===== config.mk =====
export PLATFORM = sky130hd
export DESIGN_NAME = hs4_sender
export DESIGN_NICKNAME = d
export VERILOG_FILES = /design/src/rtl/hs4_sender.sv
export SDC_FILE = /design/constraint.sdc
export NUM_CORES = 1
export LEC_CHECK = 0
export ABC_AREA = 1
export CELL_PAD_IN_SITES_DETAIL_PLACEMENT = 0
export CELL_PAD_IN_SITES_GLOBAL_PLACEMENT = 1
export CORE_MARGIN = 1.5
export CORE_UTILIZATION = 37
export CTS_BUF_LIST = sky130_fd_sc_hd__clkbuf_16
export CTS_CLUSTER_DIAMETER = 40
export DETAILED_ROUTE_END_ITERATION = 8
export DONT_BUFFER_PORTS = 1
export GPL_ROUTABILITY_DRIVEN = 1
export MAX_ROUTING_LAYER = met4
export PLACE_DENSITY = 0.73
export SLEW_MARGIN = 20
export SYNTH_ARGS = -nofsm -noshare
export SYNTH_HDL_FRONTEND = slang
export SYNTH_SLANG_ARGS = --single-unit

===== constraint.sdc =====
create_clock -name clk -period 1 [get_ports clk]
set_input_delay 0.15 -clock clk [delete_from_list [all_inputs] [get_ports clk]]
set_output_delay 0.15 -clock clk [all_outputs]
set_load 0.02 [all_outputs]

===== src/rtl/hs4_sender.sv =====
// Four-phase req/ack transmitter: latch din on send, hold req until synchronized ack, release, pulse done.
// Optional handshake-phase timeout abort enabled by defining HS4_TIMEOUT_EN.
`timescale 1ns/1ps

module hs4_sender #(
  parameter int WIDTH   = 8,
  parameter int TIMEOUT = 255,
  parameter int CW      = 8
) (
  input  logic             clk,
  input  logic             rst_n,
  input  logic             send,
  input  logic [WIDTH-1:0] din,
  input  logic             ack_nsyn,
  output logic             req,
  output logic [WIDTH-1:0] dout,
  output logic             busy,
  output logic             done,
  output logic             err
);

  typedef enum logic [1:0] {IDLE, REQ, REL} state_t;

  state_t           state_q;
  logic             req_q;
  logic [WIDTH-1:0] dout_q;
  logic             done_q;
  logic             a1_q;
  logic             a2_q;
  logic             ack_s;

  // Illegal parameter combinations elaborate this empty block; it exists only as a visible marker.
  if (TIMEOUT < 4 || TIMEOUT >= (1 << CW)) begin : g_bad_cfg
  end

  always_ff @(posedge clk or negedge rst_n) begin
    if (!rst_n) begin
      a1_q <= 1'b0;
      a2_q <= 1'b0;
    end else begin
      a1_q <= ack_nsyn;
      a2_q <= a1_q;
    end
  end

  assign ack_s = a2_q;

`ifdef HS4_TIMEOUT_EN
  logic          err_q;
  logic [CW-1:0] cnt_q;
  logic          expire;

  // The abort fires on the cycle the counter would reach TIMEOUT, so req is high for exactly TIMEOUT cycles.
  assign expire = (cnt_q == CW'(TIMEOUT - 1));

  always_ff @(posedge clk or negedge rst_n) begin
    if (!rst_n) begin
      state_q <= IDLE;
      req_q   <= 1'b0;
      dout_q  <= '0;
      done_q  <= 1'b0;
      err_q   <= 1'b0;
      cnt_q   <= '0;
    end else begin
      done_q <= 1'b0;
      err_q  <= 1'b0;
      case (state_q)
        IDLE: begin
          cnt_q <= '0;
          if (send && !ack_s) begin
            dout_q  <= din;
            req_q   <= 1'b1;
            state_q <= REQ;
          end
        end
        REQ: begin
          if (ack_s) begin
            req_q   <= 1'b0;
            state_q <= REL;
            cnt_q   <= '0;
          end else if (expire) begin
            req_q   <= 1'b0;
            err_q   <= 1'b1;
            state_q <= IDLE;
            cnt_q   <= '0;
          end else begin
            cnt_q <= cnt_q + 1'b1;
          end
        end
        REL: begin
          if (!ack_s) begin
            done_q  <= 1'b1;
            state_q <= IDLE;
            cnt_q   <= '0;
          end else if (expire) begin
            err_q   <= 1'b1;
            state_q <= IDLE;
            cnt_q   <= '0;
          end else begin
            cnt_q <= cnt_q + 1'b1;
          end
        end
        default: begin
          req_q   <= 1'b0;
          state_q <= IDLE;
          cnt_q   <= '0;
        end
      endcase
    end
  end

  assign err = err_q;
`else
  always_ff @(posedge clk or negedge rst_n) begin
    if (!rst_n) begin
      state_q <= IDLE;
      req_q   <= 1'b0;
      dout_q  <= '0;
      done_q  <= 1'b0;
    end else begin
      done_q <= 1'b0;
      case (state_q)
        IDLE: begin
          if (send && !ack_s) begin
            dout_q  <= din;
            req_q   <= 1'b1;
            state_q <= REQ;
          end
        end
        REQ: begin
          if (ack_s) begin
            req_q   <= 1'b0;
            state_q <= REL;
          end
        end
        REL: begin
          if (!ack_s) begin
            done_q  <= 1'b1;
            state_q <= IDLE;
          end
        end
        default: begin
          req_q   <= 1'b0;
          state_q <= IDLE;
        end
      endcase
    end
  end

  assign err = 1'b0;
`endif

  // A lingering remote ack blocks new sends until it has been seen low.
  assign busy = (state_q != IDLE) | ack_s;
  assign req  = req_q;
  assign dout = dout_q;
  assign done = done_q;

endmodule


## After elaboration in Yosys (flattened, before gate mapping)

Cells that the tools add are included.

- Input port bits: 12
- Register bits: 14
- Output and inout port bits: 12
- Word-level logic and storage cells: 29

- Muxes and demuxes: 9
- Bitwise gates (word level): 2
- Equal/unequal tests: 5
- Reduce and logical (&&, ||, !) cells: 7

Operators by type and width:

| operator | number |
|---|---|
| 2-bit 2-to-1 mux | 3 |
| 2-bit inequality test, second input constant | 3 |
| 2-bit case mux with 3 select lines | 1 |
| 3-bit AND reduction | 2 |
| 1-bit 2-to-1 mux | 4 |
| 1-bit case mux with 3 select lines | 1 |
| 2-bit by 1-bit equality test with 1-bit output, second input constant | 1 |
| 2-bit equality test, second input constant | 1 |
| 2-bit logical NOT | 1 |
| 2-bit AND reduction | 1 |
| 2-bit nonzero test | 1 |
| 1-bit logical AND | 1 |
| 1-bit logical NOT | 1 |
| 1-bit NOT | 1 |
| 1-bit bitwise OR | 1 |

## Depth between registers and ports, before layout

Gate-level depths: netlist of run 1.

- Depth in word-level cells: 4
- Mapped depth: 5

## Worst setup path before layout of run 1

OpenSTA, ideal clock, no wires.

- Path type: register to output
- Start point: reg state_q[0]
- End point: out busy
- Data arrival time: 0.801 ns
- Buffers on the path: 0
- Path slack: 0.049 ns
- Stages on the path, launching flop included: 3
- Cells stage by stage: dfrtp_1 > nor2_4 > nand2_1

- Cells in the longest elaborated chain, start to end: 2

RTL lines:

| what | line | source |
|---|---|---|
| from (decl) | 24 | `state_t state_q;` |
| from (signal assigned) | 116 | `state_q <= IDLE;` |
| from (signal assigned) | 127 | `state_q <= REQ;` |
| from (signal assigned) | 133 | `state_q <= REL;` |
| 2-bit nonzero test | 154 | `assign busy = (state_q != IDLE) \| ack_s;` |
| 1-bit bitwise OR | 154 |  |
| to (decl) | 17 | `output logic busy,` |

No other way between the ends.

## Worst setup path after layout of run 1

- Start point: reg state_q[1]
- End point: out busy

The elaborated chain is that of the path after synthesis.

==> run metrics, run 1 <==
Layout area overhead 38.7%; met1 track demand over resource 15.4%; CTS H-tree lvls 1; hpwl dp 786 um; Highest Clock Rate 966 MHz; sw frac 32.3%; routed length per instance 12.4 um; post-route minimum period 1.04 ns; Pwr Total 2.07 mW; Final Cell Area 771 um2; grt met2 use 20.0%; fin nets 82; Comb power frac 17.6%; worst setup margin -0.0357 ns; Hold Crit Class in2reg; fin crit share 104%; static leakage 0.380 nW; Max stage delay cell, worst path dfrtp_1; vias in the first global route 412; CP endpoint kind output pin; die width 41.8 um; cells along the critical path nor2_4 > nand2_2; worst rel slew slack 60.1%; CTS tree done; Worst Skew 0.00324 ns; dpl cell area 597 um2; commonest non-fill, non-tap cells in the layout nand2_1 (14), dfrtp_1 (14), nand2_2 (5); setup_tns -0.0385 ns; fin cells 84; Vias 413; initial antenna violation count 0; worst vdd ir 1.11 mV; CTS max path bufs 2; GPL Wtd Cong 0.754; Final Max Tran Viols 0; share of the synthesized area in the top cell type 63.1%; GRT Residual Overflow 0; syn nets 69; delay of the slowest critical-path stage 0.40 ns; Via-to-Cell Ratio 4.92; clock power share 36.4%; count of cell types in the netlist 12; Worst-path clk slew 0.05 ns; TritonRoute pass-1 iters 3; starting DRC count in detailed routing 9; layout cells sized above 1 34.8%; CP arrival 0.89 ns; Post-Syn Area 556 um2; Setup CP Type reg2out; top cells by area, synth dfrtp_1 (63%), nand2_1 (13%), nand3_1 (7.2%); Synth Register Bits 14; RSZ-0062 raised after global routing yes; largest net degree at the start of global routing 15; Port-buffer cells 0; Clock Root Buffer clkbuf_16; Setup WS pre-CTS 0.0380 ns; crit path launch type flop; Yosys Warn Count 0; placed cell count 75; status finished with violations; failing checks setup timing; M3 GR Usage 7.39%; Die ar. 1740 um2; antenna-violating nets left 0; WHS 0.0334 ns; Ant. Diodes 0; core box area 1350 um2; Critical Path RT 0.85 ns; cell taking the most area after synthesis dfrtp_1; Worst Max-Slew Pin Slew 0.597 ns; Die Span Y 41.8 um; GRT Total Usage 14.2%; clock net sink count 14; mean post-synth cell area 9.75 um2; detailed-route wire length 1.04 mm; Internal 1.40 mW; final setup fails 2; Rows 13; Psw 0.668 mW; DRC Markers 0; Final Util 57.1%; crit-path max FO 2; PwrDens 2680 nW/um2; register share of total power 46.0%; sequential-to-total area share from yosys stat 63.1%; clock buffer count from CTS 3; busiest layer in global routing met2; first-pass GRT wire length 1.72 mm; Initial Utilization 41.1%; cells after synthesis 57; Hold Vio Cnt, Final 0; max cap viols 0; Clk Latency, worst-skew pair 0.24 ns; Top Ports 24
critical path: cells and delay by family, from the launching register on:
family | cells | cell delay [ns]
flops | 1 | 0.40
simple gates | 2 | 0.24
power groups by stage:
stage,Combinational [mW],Clock [mW],Sequential (mW)
final,0.364,0.752,0.950
after global routing,0.415,0.786,0.969
after CTS,0.312,0.764,0.946
after detailed placement,0.261,0,0.958
after global placement,0.256,0,0.955
after floorplan,0.192,0,0.930
layout make-up:
class,count,area (um2)
flip-flops and latches,14,350
inverters,5,18.8
fillers,138,579
clock buffers,3,75.1
multi-input cells,37,220
well taps,15,18.8
repair buffers,9,83.8
clock inverters,1,3.75
registers in the layout, indices dropped and copies added, names as in the netlist:
name / cells
dout: 8
state_q: 2
a1_q: 1
a2_q: 1
done: 1
req: 1
synth_stat cells:
cell / instances
dfrtp_1: 14
nor2_1: 3
nand2_1: 19
buf_4: 1
a21oi_1: 1
a21oi_2: 1
nand3_1: 8
nand2_4: 1
nor2_4: 2
inv_1: 5
o21ai_0: 1
conb_1: 1
final timing paths:
path                            cells after the start       to  slack (ns)  startpoint
worst max-delay path                                2     busy       -0.04  state_q[1]
worst min-delay path                                2  dout[4]        0.03      din[4]
worst max register to register                      5  dout[7]           0  state_q[1]
worst min register to register                      0     a2_q        0.34        a1_q
max in group asynchronous                           1  dout[4]        0.25       rst_n
min in group asynchronous                           1      req        0.35       rst_n
cells by family after synthesis:
group / Yosys count / share of synthesized area, %
AND/OR/NAND/NOR: 33 / 28.2
flip-flops: 14 / 63.1
buffers and inverters: 6 / 4.73
AO/OA/AOI/OAI: 3 / 3.38
other: 1 / 0.675
repair_timing:
item,4_1_cts,5_1_grt
setup endpoints to repair,1,10
hold buffers,2,0
resized for setup,2,12
pin swaps,2,1
setup buffers,3,0
hold endpoints to repair,15,0
layer usage:
metal  up-vias  share of wire (%)
met2        23                 46
met4         0                1.7
li1        201                  -
met1       187                 41
met3         2                 12
met5         -                  0
Note: power is estimated with default switching activity, not from simulation.
==> run 2: changes to the inputs <==
==> constraint.sdc (replaced) <==
create_clock -name clk -period 1 [get_ports clk]
set_input_delay 0.1 -clock clk [delete_from_list [all_inputs] [get_ports clk]]
set_output_delay 0.1 -clock clk [all_outputs]
set_load 0.02 [all_outputs]
==> run 2 against run 1 <==
Net effect: the flow finishes with violations (hold timing, setup timing); clock skew fell by 0.0016 ns; sequential share of layout area shrank 5.0 points; utilization rose by 7.0 points; critical endpoint is now dout[6].
==> run metrics, run 2 (synthesized netlist as in run 1, its figures left out) <==
Setup CP Type reg2reg; antenna-violating nets left 0 (unchanged); CTS H-tree lvls 1 (unchanged); initial antenna violation count 0 (unchanged); Comb power frac 21.7% (+4.1 points); R2R Path Start a2_q; Internal 1.45 mW (+3.8%); sw frac 32.0% (-0.36 points); Rows 13 (unchanged); sum of buffers and inverters on the critical path 2 (+2); Clock Root Buffer clkbuf_16; area of the multi-input gates 229 um2 (+4.0%); grt met2 use 25.0% (+5.0 points); worst vdd ir 1.68 mV (+51%); Layout area overhead 55.9%; GRT Total Usage 17.1% (+2.8 points); failing checks hold timing, setup timing; static leakage 0.432 nW (+14%); hpwl dp 736 um (-6.4%); met1 track demand over resource 18.3% (+2.9 points); register share of total power 43.3% (-2.7 points); DRC Markers 0 (unchanged); clock net sink count 14 (unchanged); crit-path max FO 5 (+3); M3 GR Usage 9.13% (+1.7 points); WHS -0.0150 ns (-0.0483 ns); status finished with violations; clock buffer count from CTS 3 (unchanged); Top Ports 24 (unchanged); Ant. Diodes 0 (unchanged); Hold Crit Class in2reg; fin nets 92 (+12%); clock power share 34.9% (-1.5 points); die width 41.8 um (unchanged); Reg-to-Reg End dout[6]; Worst Skew 0.00160 ns (-0.00164 ns); final setup fails 9 (+7); most common cell after layout, fill and taps aside dfrtp_1; Vias 443 (+7.3%); Via-to-Cell Ratio 4.71 (-4.1%); starting DRC count in detailed routing 6 (-3); Clk Latency, worst-skew pair 0.24 ns (about the same); Die ar. 1740 um2 (unchanged); CP arrival 1.22 ns (+0.33 ns); Highest Clock Rate 962 MHz (-0.33%); busiest layer in global routing met2; Setup WS pre-CTS 0.0575 ns (+0.0195 ns); post-route minimum period 1.04 ns (+0.00346 ns); Final Max Tran Viols 0 (unchanged); largest net degree at the start of global routing 15 (unchanged); GPL Wtd Cong 0.769 (+2.0%); crit path from a2_q; first-pass GRT wire length 1.99 mm (+16%); Worst Max-Slew Pin Slew 0.612 ns (+0.0146 ns); critical path depth 5 (+3); vias in the first global route 474 (+15%); Hold Vio Cnt, Final 1 (+1); CP top delay family flip-flops; core box area 1350 um2 (unchanged); Critical Path RT 1.18 ns (+0.33 ns); commonest non-fill, non-tap cells in the layout dfrtp_1 (14), nand2_1 (13), dlygate4sd3_1 (8); worst rel slew slack 59.1% (-0.98 points); setup slack, reg-to-reg -0.04 ns (-0.04 ns); Initial Utilization 41.1% (unchanged); PwrDens 2460 nW/um2 (-8.1%); worst reg2reg path depth 5 (unchanged); number of flip-flops under the largest register name 8 (unchanged); fin crit share 104% (+0.35 points); Pwr Total 2.13 mW (+3.2%); layout cells sized above 1 38.0% (+3.2 points); Psw 0.682 mW (+2.1%); TritonRoute pass-1 iters 4 (+1); detailed-route wire length 1.21 mm (+16%); hold depth 2 (unchanged); Storage cell area 350 um2 (unchanged); Fillers 119 (-14%); hold path endpoint dout[4]; crit path launch type flop; Die Span Y 41.8 um (unchanged); CTS max path bufs 2 (unchanged); Worst-path clk slew 0.04 ns (about the same); max cap viols 0 (unchanged); routed length per instance 12.9 um (+3.8%); cells along the critical path buf_6 > nor2_4 > buf_6 > nand3_1 > nand2_1; placed cell count 77 (+2.7%); most frequent CP cell buf_6; Max stage delay cell, worst path dfrtp_1; delay of the slowest critical-path stage 0.38 ns (-0.02 ns); worst setup margin -0.0391 ns (-0.00346 ns); CTS tree done; hold_sp din[4]; fin cells 94 (+12%); Port-buffer cells 0 (unchanged); RSZ-0062 raised after global routing yes; CP endpoint kind flop; GRT Residual Overflow 0 (unchanged)
-- run 2: changes by cell type in the layout (fill, tap and decap cells not counted), sizes merged --
cell         change
dlygate4sd3      +6
buf              +3
nand2            +1
-- run 2: timing repair --
| action | 4_1_cts | 5_1_grt |
|---|---|---|
| buffers inserted | 4 | 0 |
| endpoints found under the hold margin | 21 | 0 |
| gates cloned | 1 | 0 |
| setup endpoints to repair | 1 | 11 |
| hold buffers | 8 | 0 |
| gates resized for setup | 2 | 16 |
| pin swaps | 4 | 8 |
-- run 2: power groups by stage --
stage	logic, mW	clock network, mW	registers, mW
floorplan	0.192	0	0.930
global placement	0.301	0	0.926
detailed placement	0.308	0	0.927
CTS	0.402	0.766	0.917
global route	0.513	0.801	0.944
finish	0.463	0.745	0.925
-- run 2: worst max path at each step --
stage / to / slack [ns]
final: dout[6] / -0.04
after global routing: dout[4] / -0.09
after floorplan: dout[0] / 0.05
after global placement: dout[0] / 0.08
after CTS: dout[4] / -0.02
after detailed placement: dout[4] / 0.06
-- run 2: layout make-up --
class                      instances  area share, %
sequential                        14           40.5
multi-input combinational         38           26.4
timing repair buffer              18           19.7
clock buffer                       3           8.67
inverter                           5           2.17
tap                               15           2.17
clock inverter                     1          0.434
-- run 2: stage by stage --
step	setup TNS (ns)	utilization (%)	cell area, um2	hold slack (ns)
floorplan	0	-	556	-0.196
global placement	0	45.3	612	-0.195
detailed placement	0	45.3	612	-0.195
CTS	-0.101	60.0	810	0.00745
global route	-0.748	64.1	866	0.00211
finish	-0.246	64.1	866	-0.0150
-- run 2: per-layer routing --
| layer | share of wire [%] | up-vias |
|---|---|---|
| met5 | 0 | - |
| li1 | - | 224 |
| met1 | 42 | 192 |
| met3 | 8.9 | 5 |
| met2 | 46 | 22 |
| met4 | 2.4 | 0 |
